[config.mk]
export PLATFORM = sky130hd
export DESIGN_NAME = uartrx_flat
export DESIGN_NICKNAME = d
export VERILOG_FILES = /design/src/rtl/uartrx_if.sv /design/src/rtl/uartrx.sv /design/src/flat_wrapper.sv
export SDC_FILE = /design/constraint.sdc
export NUM_CORES = 1
export LEC_CHECK = 0
export BUFFER_PORTS_ARGS = -buffer_cell sky130_fd_sc_hd__buf_2
export CAP_MARGIN = 20
export CORE_MARGIN = 4
export CORE_UTILIZATION = 35
export CTS_CLUSTER_DIAMETER = 200
export DETAILED_ROUTE_END_ITERATION = 8
export PLACE_DENSITY = 0.52
export SLEW_MARGIN = 20
export SYNTH_ARGS = -nofsm -noshare
export SYNTH_HDL_FRONTEND = slang
export SYNTH_SLANG_ARGS = --single-unit
[constraint.sdc]
create_clock -name clk -period 2.05 [get_ports clk]
set_clock_uncertainty 0.1 [all_clocks]
set_input_delay 0.1025 -clock clk [delete_from_list [all_inputs] [get_ports clk]]
set_output_delay 0.1025 -clock clk [all_outputs]
set_load 0.005 [all_outputs]
[src/rtl/uartrx_if.sv]
// Line/byte bundle of the UART receive stage: serial line in, framed byte
// and status pulses out. The slave modport is the receiver side.
interface uartrx_if;
  logic       rx;
  logic [7:0] rx_data;
  logic       donerx;
  logic       frame_err;
  logic       busy;

  modport master (output rx, input rx_data, donerx, frame_err, busy);
  modport slave  (input rx, output rx_data, donerx, frame_err, busy);
endinterface

[src/rtl/uartrx.sv]
// 8N1 UART receiver: synchronizes the line, samples each bit at its centre,
// rejects start glitches and reports stop-bit framing errors.
module uartrx #(
  parameter int clk_freq  = 1000000,
  parameter int baud_rate = 9600
) (
  input  logic     clk,
  input  logic     rst,
  uartrx_if.slave  bus
);
  localparam int N  = clk_freq / baud_rate;
  localparam int H  = N / 2;
  localparam int CW = $clog2(N + 1);

  localparam logic [CW-1:0] H_LAST = CW'(H - 1);
  localparam logic [CW-1:0] N_LAST = CW'(N - 1);
  localparam logic [CW-1:0] N_STOP = CW'(N);

  generate
    if (N < 4) begin : g_bad_rate
      $error("uartrx: clk_freq/baud_rate must be at least 4");
    end
  endgenerate

  typedef enum logic [1:0] {
    s_idle  = 2'd0,
    s_start = 2'd1,
    s_data  = 2'd2,
    s_stop  = 2'd3
  } state_t;

  state_t        state;
  logic          sync1;
  logic          rxs;
  logic          rxs_d;
  logic [CW-1:0] cnt;
  logic [2:0]    bitidx;
  logic [7:0]    shreg;
  logic [7:0]    rx_data;
  logic          donerx;
  logic          frame_err;
  logic          busy;

  assign bus.rx_data   = rx_data;
  assign bus.donerx    = donerx;
  assign bus.frame_err = frame_err;
  assign bus.busy      = busy;

  // Two-flop synchronizer plus one delayed copy for falling-edge detection.
  always_ff @(posedge clk or posedge rst) begin
    if (rst) begin
      sync1 <= 1'b1;
      rxs   <= 1'b1;
      rxs_d <= 1'b1;
    end else begin
      sync1 <= bus.rx;
      rxs   <= sync1;
      rxs_d <= rxs;
    end
  end

  // Frame FSM with registered status outputs.
  always_ff @(posedge clk or posedge rst) begin
    if (rst) begin
      state     <= s_idle;
      cnt       <= '0;
      bitidx    <= 3'd0;
      shreg     <= 8'h00;
      rx_data   <= 8'h00;
      donerx    <= 1'b0;
      frame_err <= 1'b0;
      busy      <= 1'b0;
    end else begin
      donerx    <= 1'b0;
      frame_err <= 1'b0;
      case (state)
        s_idle: begin
          cnt    <= '0;
          bitidx <= 3'd0;
          // Only a true 1->0 transition arms; a line stuck low is ignored.
          if (rxs_d && !rxs) begin
            state <= s_start;
            cnt   <= CW'(1);
            busy  <= 1'b1;
          end
        end
        s_start: begin
          if (cnt == H_LAST) begin
            cnt    <= '0;
            bitidx <= 3'd0;
            if (!rxs) begin
              state <= s_data;
            end else begin
              state <= s_idle;
              busy  <= 1'b0;
            end
          end else begin
            cnt <= cnt + CW'(1);
          end
        end
        s_data: begin
          if (cnt == N_LAST) begin
            cnt   <= '0;
            shreg <= {rxs, shreg[7:1]};
            if (bitidx == 3'd7) begin
              state <= s_stop;
            end else begin
              bitidx <= bitidx + 3'd1;
            end
          end else begin
            cnt <= cnt + CW'(1);
          end
        end
        s_stop: begin
          // Decide one cycle after the centre sample, which rxs_d still holds.
          if (cnt == N_STOP) begin
            cnt   <= '0;
            state <= s_idle;
            busy  <= 1'b0;
            if (rxs_d) begin
              rx_data <= shreg;
              donerx  <= 1'b1;
            end else begin
              frame_err <= 1'b1;
            end
          end else begin
            cnt <= cnt + CW'(1);
          end
        end
        default: begin
          state <= s_idle;
          busy  <= 1'b0;
        end
      endcase
    end
  end
endmodule

[src/flat_wrapper.sv]
// flat-port wrapper written by rule: the top's interface ports become plain ports
module uartrx_flat 
#(
  parameter int clk_freq  = 1000000,
  parameter int baud_rate = 9600
)
  (clk, rst, bus_rx, bus_rx_data, bus_donerx, bus_frame_err, bus_busy);
  uartrx_if bus_i ();
  input  logic clk;
  input  logic rst;
  input wire logic [$bits(bus_i.rx)-1:0] bus_rx;
  output wire logic [$bits(bus_i.rx_data)-1:0] bus_rx_data;
  output wire logic [$bits(bus_i.donerx)-1:0] bus_donerx;
  output wire logic [$bits(bus_i.frame_err)-1:0] bus_frame_err;
  output wire logic [$bits(bus_i.busy)-1:0] bus_busy;
  assign bus_i.rx = bus_rx;
  assign bus_rx_data = bus_i.rx_data;
  assign bus_donerx = bus_i.donerx;
  assign bus_frame_err = bus_i.frame_err;
  assign bus_busy = bus_i.busy;
  uartrx #(.clk_freq(clk_freq), .baud_rate(baud_rate)) u_core (.clk(clk), .rst(rst), .bus(bus_i));
endmodule
==> results of run 1 <==
cell usage after synthesis, types with 2 or more instances:
library cell / instances
sky130_fd_sc_hd__nand3_1: 6
sky130_fd_sc_hd__mux2_2: 16
sky130_fd_sc_hd__nand4b_1: 2
sky130_fd_sc_hd__nor2_1: 9
sky130_fd_sc_hd__a21o_1: 2
sky130_fd_sc_hd__nor3_1: 4
sky130_fd_sc_hd__nand2_1: 5
sky130_fd_sc_hd__dfstp_2: 3
sky130_fd_sc_hd__dfrtp_1: 31
sky130_fd_sc_hd__a22oi_1: 2
sky130_fd_sc_hd__inv_1: 6
sky130_fd_sc_hd__ha_1: 4
sky130_fd_sc_hd__xor2_1: 4
layer usage:
| metal | vias to the layer above | global-route usage (%) | part of all wire (%) |
|---|---|---|---|
| met2 | 17 | 16.2 | 44 |
| li1 | 451 | - | - |
| met5 | - | 0 | 0 |
| met1 | 451 | 14.6 | 48 |
| met3 | 9 | 4.27 | 5.4 |
| met4 | 0 | 5.33 | 2.9 |
metrics by stage:
step                util (%)  instance area, µm²  std cells  setup slack [ns]
finish                  42.8                1720        186             0.108
floorplan                  -                1460        113             0.194
detailed placement      39.6                1590        176            0.0955
CTS                     42.7                1720        186            0.0951
global route            42.8                1720        186           0.00488
global placement        39.6                1590        176             0.105
placed cells by master (no fill, tap or decap), types with 2 or more instances in the layout:
master | netlist | layout
sky130_fd_sc_hd__dlygate4sd3_1 | 0 | 2
sky130_fd_sc_hd__dfrtp_1 | 31 | 31
sky130_fd_sc_hd__nor2_1 | 9 | 8
sky130_fd_sc_hd__nand2_1 | 5 | 5
sky130_fd_sc_hd__dfstp_2 | 3 | 3
sky130_fd_sc_hd__clkbuf_1 | 1 | 2
sky130_fd_sc_hd__xor2_1 | 4 | 4
sky130_fd_sc_hd__nand3_1 | 6 | 6
sky130_fd_sc_hd__ha_1 | 4 | 4
sky130_fd_sc_hd__buf_4 | 0 | 2
sky130_fd_sc_hd__nand4b_1 | 2 | 2
sky130_fd_sc_hd__a21o_1 | 2 | 2
sky130_fd_sc_hd__inv_1 | 6 | 6
sky130_fd_sc_hd__mux2_2 | 16 | 16
sky130_fd_sc_hd__buf_2 | 1 | 13
sky130_fd_sc_hd__a22oi_1 | 2 | 2
sky130_fd_sc_hd__clkbuf_8 | 0 | 5
sky130_fd_sc_hd__nor3_1 | 4 | 4
report_power, final:
group	switching, W	internal [W]
combinational	0.000101	0.0000958
clock	0.000226	0.000363
sequential	0.0000870	0.000729
total	0.000414	0.00119
worst max path at each step:
stage                             to  depth (start not counted)
detailed placement   u_core.state[0]                          5
CTS                  u_core.state[0]                          5
global route           u_core.cnt[3]                          5
global placement     u_core.state[0]                          5
floorplan           u_core.bitidx[0]                          5
finish              u_core.bitidx[0]                          5
what timing repair did:
action | CTS | global route
setup endpoints to repair | 0 | 2
resized for setup | 0 | 1
hold buffers | 2 | 0
endpoints found under the hold margin | 32 | 0
worst register-to-register path, delay by kind of cell, from the launching register on:
family / cells / cell delay [ns]
and+or+nand+nor: 1 / 0.56
DFF: 1 / 0.40
adders and majority gates: 2 / 0.39
AOI/OAI and AO/OA: 2 / 0.39
state kept, by name, indices dropped and copies added, names as in the netlist, named ones only:
| signal | count |
|---|---|
| u_core.bus.rx_data | 8 |
| u_core.shreg | 8 |
| u_core.cnt | 7 |
| u_core.bitidx | 3 |
| u_core.bus.busy | 1 |
| u_core.bus.donerx | 1 |
| u_core.bus.frame_err | 1 |
| u_core.rxs | 1 |
| u_core.rxs_d | 1 |
| u_core.state | 1 |
| u_core.sync1 | 1 |
final cells by class:
| class | instances | area, µm² |
|---|---|---|
| Clock buffer | 7 | 76.3 |
| Clock inverter | 1 | 30.0 |
| Fill cell | 386 | 2310 |
| Inverter | 6 | 22.5 |
| Multi-Input combinational cell | 71 | 577 |
| Sequential cell | 34 | 855 |
| Tap cell | 50 | 62.6 |
| Timing Repair Buffer | 17 | 100 |
kinds of logic after synthesis:
group	count (synthesis)	share of synthesized area (%)
simple gates	35	14.5
flops	34	58.5
mux	16	12.3
compound gates	11	6.08
buf+inv	8	2.14
xor+xnor	5	3.00
fa+ha+maj	4	3.43
==> results.rst, run 1 <==
.. list-table::
   :header-rows: 1

   * - Metric
     - Value
   * - Count of flip-flops with a built-in enable after synthesis
     - 0
   * - Register area share after synthesis
     - 58.5%
   * - Path class of the lowest-slack min-delay path
     - reg -> reg
   * - Syn Area/Cell
     - 12.9 µm²
   * - Reg2Reg Depth
     - 5
   * - Fraction of post-synthesis cell area in the top cell type by area
     - 53.1%
   * - Placeable core region
     - 4030 µm²
   * - Clock slew seen by the registers of the worst setup and hold paths
     - 0.06 ns
   * - Cells traversed along the worst timing path
     - ha_1 -> ha_1 -> or4_4 -> a21o_1 -> a21o_1
   * - Fraction of layout instances using a drive strength above 1
     - 33.8%
   * - Vias
     - 928
   * - Setup crit start
     - u_core.bitidx[0]
   * - Setup repair bufs after CTS
     - 0
   * - Pin count of the biggest net entering global routing
     - 35
   * - Highest attainable clock frequency
     - 515 MHz
   * - Wire length per cell
     - 13.5 µm
   * - Number of global-route vias before repair
     - 935
   * - Result of the run
     - finished clean
   * - Slowest CP cell
     - sky130_fd_sc_hd__or4_4
   * - Total Wirelength
     - 2520 µm
   * - Required arrival time at the worst endpoint
     - 2.12 ns
   * - End of the worst hold path
     - u_core.rxs
   * - Netlist Area Pre-Place
     - 1460 µm²
   * - DPL Wire Length
     - 1740 µm
   * - Launch instance of the worst register-to-register path
     - u_core.bitidx[0]
   * - Count of TritonRoute iterations in the first routing pass
     - 3
   * - Initial antenna violation count
     - 0
   * - Worst hold slack
     - 0.256 ns
   * - Number of nets still failing antenna checks after routing
     - 0
   * - Endpoint class of the critical path
     - flip-flop
   * - Max-cap violation count
     - 0
   * - Unrepaired setup endpoints after global routing
     - no
   * - Y dimension of the die
     - 72.6 µm
   * - Static leakage
     - 0.852 nW
   * - TritonCTS clock tree
     - yes
   * - Area growth from synthesis to layout
     - 18.0%
   * - Total overflow reported by the global router
     - 0
   * - Maximum fanout along the worst path
     - 5
   * - Worst R2R End
     - u_core.bitidx[0]
   * - FFs w/ async S/R, synth
     - 100%
   * - DRC Markers
     - 0
   * - Ant. Diodes
     - 0
   * - Level count of the clock H-tree
     - 2
   * - Top cell family by delay on the critical path
     - simple AND/OR/NAND/NOR gates
   * - Period minus WS final
     - 1.94 ns
   * - Final count of negative-setup-slack endpoints
     - 0
   * - Buffer type at the clock tree root
     - sky130_fd_sc_hd__clkbuf_8
   * - Max-slew headroom at the worst pin
     - 71.0%
   * - Library cells used by synthesis
     - 32
   * - Wire length of the first global-routing pass
     - 4470 µm
   * - Number of buffers added by the clock tree synthesis step
     - 5
   * - Final max-slew violation count
     - 0
   * - Synth top area cells
     - sky130_fd_sc_hd__dfrtp_1, sky130_fd_sc_hd__mux2_2, sky130_fd_sc_hd__dfstp_2, sky130_fd_sc_hd__ha_1, sky130_fd_sc_hd__xor2_1
   * - Hold violation count in the final report
     - 0
   * - Crit path largest cell delay
     - 0.56 ns
   * - Biggest area consumer among synthesized cells
     - sky130_fd_sc_hd__dfrtp_1
   * - Chip Width
     - 72.6 µm
   * - Worst Setup Start Kind
     - flip-flop
   * - Crit path buffers/inverters
     - 0
   * - Effective utilization at floorplan
     - 36.2%
   * - Maximum clock insertion buffer count
     - 2
   * - Power density over cell area
     - 930 nW/µm²
   * - Via density per instance
     - 4.99
   * - WHS Path Cells
     - 0
   * - Number of nets produced by synthesis
     - 120
   * - Number of cells produced by synthesis
     - 113
   * - Kind of critical path
     - reg -> reg
   * - Port Buf Inserts
     - 13
   * - Max VDD drop
     - 362 µV
   * - Final estimated routing congestion in global placement
     - 0.849
   * - Dominant register cell in the synthesized netlist
     - sky130_fd_sc_hd__dfrtp_1
   * - Setup Total Neg Slack
     - 0 ns
   * - Clock insertion delay at the later pin of the skew report
     - 0.28 ns
   * - Num rows
     - 23
   * - Initial DRC count
     - 29
   * - Flops & latches, synth
     - 34
   * - Transition time of the tightest slew-check pin
     - 0.436 ns
   * - Total Power
     - 0.00160 W
   * - Total I/O pin count
     - 14
   * - Sink Count
     - 34
   * - Yosys warning count
     - 0
   * - Internal reg-to-reg setup slack
     - 0.11 ns
   * - Number of nets in the finished design
     - 142
   * - Overall fraction of global-route tracks in use
     - 11.2%
   * - Data arrival time of the critical path
     - 2.01 ns
   * - Final cycle utilization of the critical path
     - 94.7%
   * - Start point of the worst hold path
     - u_core.sync1
   * - Die ar.
     - 5270 µm²
No activity file was read; power rests on OpenSTA's default activity.
==> run 2, diff against run 1 <==
- CORE_ASPECT_RATIO: default -> 1.2
- CORE_UTILIZATION: 35 -> 45
- PLACE_DENSITY: 0.52 -> 0.63
==> results.rst, run 2 (same netlist as run 1, synthesis figures left out) <==
.. list-table::
   :header-rows: 1

   * - Metric
     - Value
   * - Result of the run
     - finished clean
   * - Post-route cell area
     - 1690 µm²
   * - Port Buf Inserts
     - 13
   * - Number of global-route vias before repair
     - 920
   * - Kind of critical path
     - reg -> reg
   * - Final estimated routing congestion in global placement
     - 0.820
   * - Dpl ws
     - 0.0871 ns
   * - Instance count on the critical path
     - 5
   * - Max-slew headroom at the worst pin
     - 71.8%
   * - Pin count of the biggest net entering global routing
     - 35
   * - Final cycle utilization of the critical path
     - 96.2%
   * - Placeable core region
     - 3080 µm²
   * - Instance area at placement
     - 1580 µm²
   * - Highest attainable clock frequency
     - 507 MHz
   * - Chip Width
     - 60 µm
   * - Clock slew seen by the registers of the worst setup and hold paths
     - 0.10 ns
   * - Overall fraction of global-route tracks in use
     - 13.0%
   * - Fraction of power spent switching nets
     - 27.0%
   * - Y dimension of the die
     - 70.4 µm
   * - Path class of the lowest-slack min-delay path
     - reg -> reg
   * - Data arrival time of the critical path
     - 2.11 ns
   * - Cells traversed along the worst timing path
     - ha_1 -> ha_1 -> or4_4 -> a21o_1 -> a21o_1
   * - Max-cap violation count
     - 0
   * - Slowest CP cell
     - sky130_fd_sc_hd__or4_4
   * - Die ar.
     - 4220 µm²
   * - Number of nets in the finished design
     - 143
   * - Internal Pwr Total
     - 0.00109 W
   * - WHS Path Cells
     - 0
   * - Period minus WS final
     - 1.97 ns
   * - Total overflow reported by the global router
     - 0
   * - DRC Markers
     - 0
   * - Worst setup margin
     - 0.0786 ns
   * - Buffer type at the clock tree root
     - sky130_fd_sc_hd__clkbuf_4
   * - Power density over cell area
     - 883 nW/µm²
   * - Number of nets still failing antenna checks after routing
     - 0
   * - Max VDD drop
     - 683 µV
   * - Crit path largest cell delay
     - 0.56 ns
   * - Clock Power Share
     - 31.6%
   * - Clock insertion delay at the later pin of the skew report
     - 0.33 ns
   * - TritonCTS clock tree
     - yes
   * - Ant. Diodes
     - 0
   * - Static leakage
     - 0.851 nW
   * - Maximum fanout along the worst path
     - 5
   * - Level count of the clock H-tree
     - 2
   * - Final count of negative-setup-slack endpoints
     - 0
   * - Layout fillers
     - 273
   * - Transition time of the tightest slew-check pin
     - 0.423 ns
   * - Via density per instance
     - 5.42
   * - Area growth from synthesis to layout
     - 15.4%
   * - Setup Total Neg Slack
     - 0 ns
   * - Sink Count
     - 34
   * - Num rows
     - 22
   * - Net switching power
     - 0.000402 W
   * - Most common cell after layout, fill and taps aside
     - sky130_fd_sc_hd__dfrtp_1
   * - Initial antenna violation count
     - 0
   * - Number of buffers added by the clock tree synthesis step
     - 5
   * - Wire length per cell
     - 14.0 µm
   * - Total Wirelength
     - 2420 µm
   * - Initial DRC count
     - 21
   * - Final max-slew violation count
     - 0
   * - Highest-count cells in the layout ignoring fill and taps
     - sky130_fd_sc_hd__dfrtp_1, sky130_fd_sc_hd__mux2_2, sky130_fd_sc_hd__buf_2
   * - Effective utilization at floorplan
     - 47.4%
   * - Reg2Reg Depth
     - 5
   * - Worst Setup Start Kind
     - flip-flop
   * - Maximum clock insertion buffer count
     - 2
   * - Comb power frac
     - 13.7%
   * - Biggest regs
     - u_core.bus.rx_data: 8 flops, u_core.shreg: 8 flops, u_core.cnt: 7 flops
   * - Top cell family by delay on the critical path
     - simple AND/OR/NAND/NOR gates
   * - Required arrival time at the worst endpoint
     - 2.19 ns
   * - Fraction of layout instances using a drive strength above 1
     - 35.0%
   * - Wire length of the first global-routing pass
     - 4160 µm
   * - Unrepaired setup endpoints after global routing
     - no
   * - Count of TritonRoute iterations in the first routing pass
     - 4
   * - Setup repair bufs after CTS
     - 0
   * - Endpoint class of the critical path
     - flip-flop
   * - Total I/O pin count
     - 14
   * - DPL Wire Length
     - 1710 µm
   * - Part of the total power dissipated in sequential elements
     - 54.7%
   * - Hold violation count in the final report
     - 0
   * - Vias
     - 938
   * - Crit path buffers/inverters
     - 0
run 2: changes by cell type in the layout (fill, tap and decap cells not counted):
cell	change
sky130_fd_sc_hd__clkbuf_4	+5
sky130_fd_sc_hd__clkbuf_8	-5
sky130_fd_sc_hd__buf_4	+1
sky130_fd_sc_hd__nand2_1	-1
sky130_fd_sc_hd__nand2_2	+1
sky130_fd_sc_hd__nor2_1	+1
sky130_fd_sc_hd__nor2_2	-1
sky130_fd_sc_hd__o21bai_1	-1
sky130_fd_sc_hd__o21bai_2	+1
run 2: area by class of cell:
type | instances | area [µm²] | share of cell area, %
flip-flops and latches | 34 | 855 | 50.7
clock inverters | 1 | 30.0 | 1.78
multi-input cells | 71 | 581 | 34.4
repair buffers | 18 | 108 | 6.38
clock buffers | 7 | 45.0 | 2.67
inverters | 6 | 22.5 | 1.34
well taps | 36 | 45.0 | 2.67
run 2: metal layers:
metal,GRT usage (%),share of wire [%],vias up
li1,-,-,450
met1,16.1,46,462
met2,19.7,48,18
met3,3.51,3.9,8
met4,7.88,2.6,0
met5,0,0,-
run 2: metrics by stage:
stage	utilization (%)	std cells	total power (W)	hold slack, ns
after floorplan	-	113	0.000974	0.00698
after global placement	51.4	163	0.00102	0.109
after detailed placement	51.4	163	0.00103	0.109
after CTS	54.5	173	0.00151	0.264
after global routing	54.7	173	0.00157	0.267
final	54.7	173	0.00149	0.263
run 2: worst paths after layout:
path | start | slack [ns] | endpoint
worst max-delay path | u_core.bitidx[0] | 0.08 | u_core.bitidx[0]
worst min-delay path | u_core.sync1 | 0.26 | u_core.rxs
worst max register to register | u_core.bitidx[0] | 0.08 | u_core.bitidx[0]
worst min register to register | u_core.sync1 | 0.26 | u_core.rxs
max in group asynchronous | rst | 1.23 | u_core.rxs_d
min in group asynchronous | rst | 0.29 | u_core.bus.donerx
run 2: power groups by stage:
stage | clock, W | sequential, W | combinational [W]
after global placement | 0 | 0.000821 | 0.000198
final | 0.000470 | 0.000815 | 0.000203
after detailed placement | 0 | 0.000824 | 0.000202
after floorplan | 0 | 0.000790 | 0.000184
after CTS | 0.000490 | 0.000813 | 0.000205
after global routing | 0.000520 | 0.000826 | 0.000227
run 2: worst register-to-register path, delay by kind of cell, from the launching register on:
family	cells	cell delay, ns
and+or+nand+nor	1	0.56
adders and majority gates	2	0.42
DFF	1	0.41
AOI/OAI and AO/OA	2	0.38
run 2: what timing repair did:
action | in CTS | in global routing
hold endpoints to repair | 32 | 0
endpoints found under the setup margin | 0 | 10
gates resized for setup | 0 | 2
hold buffers | 2 | 0
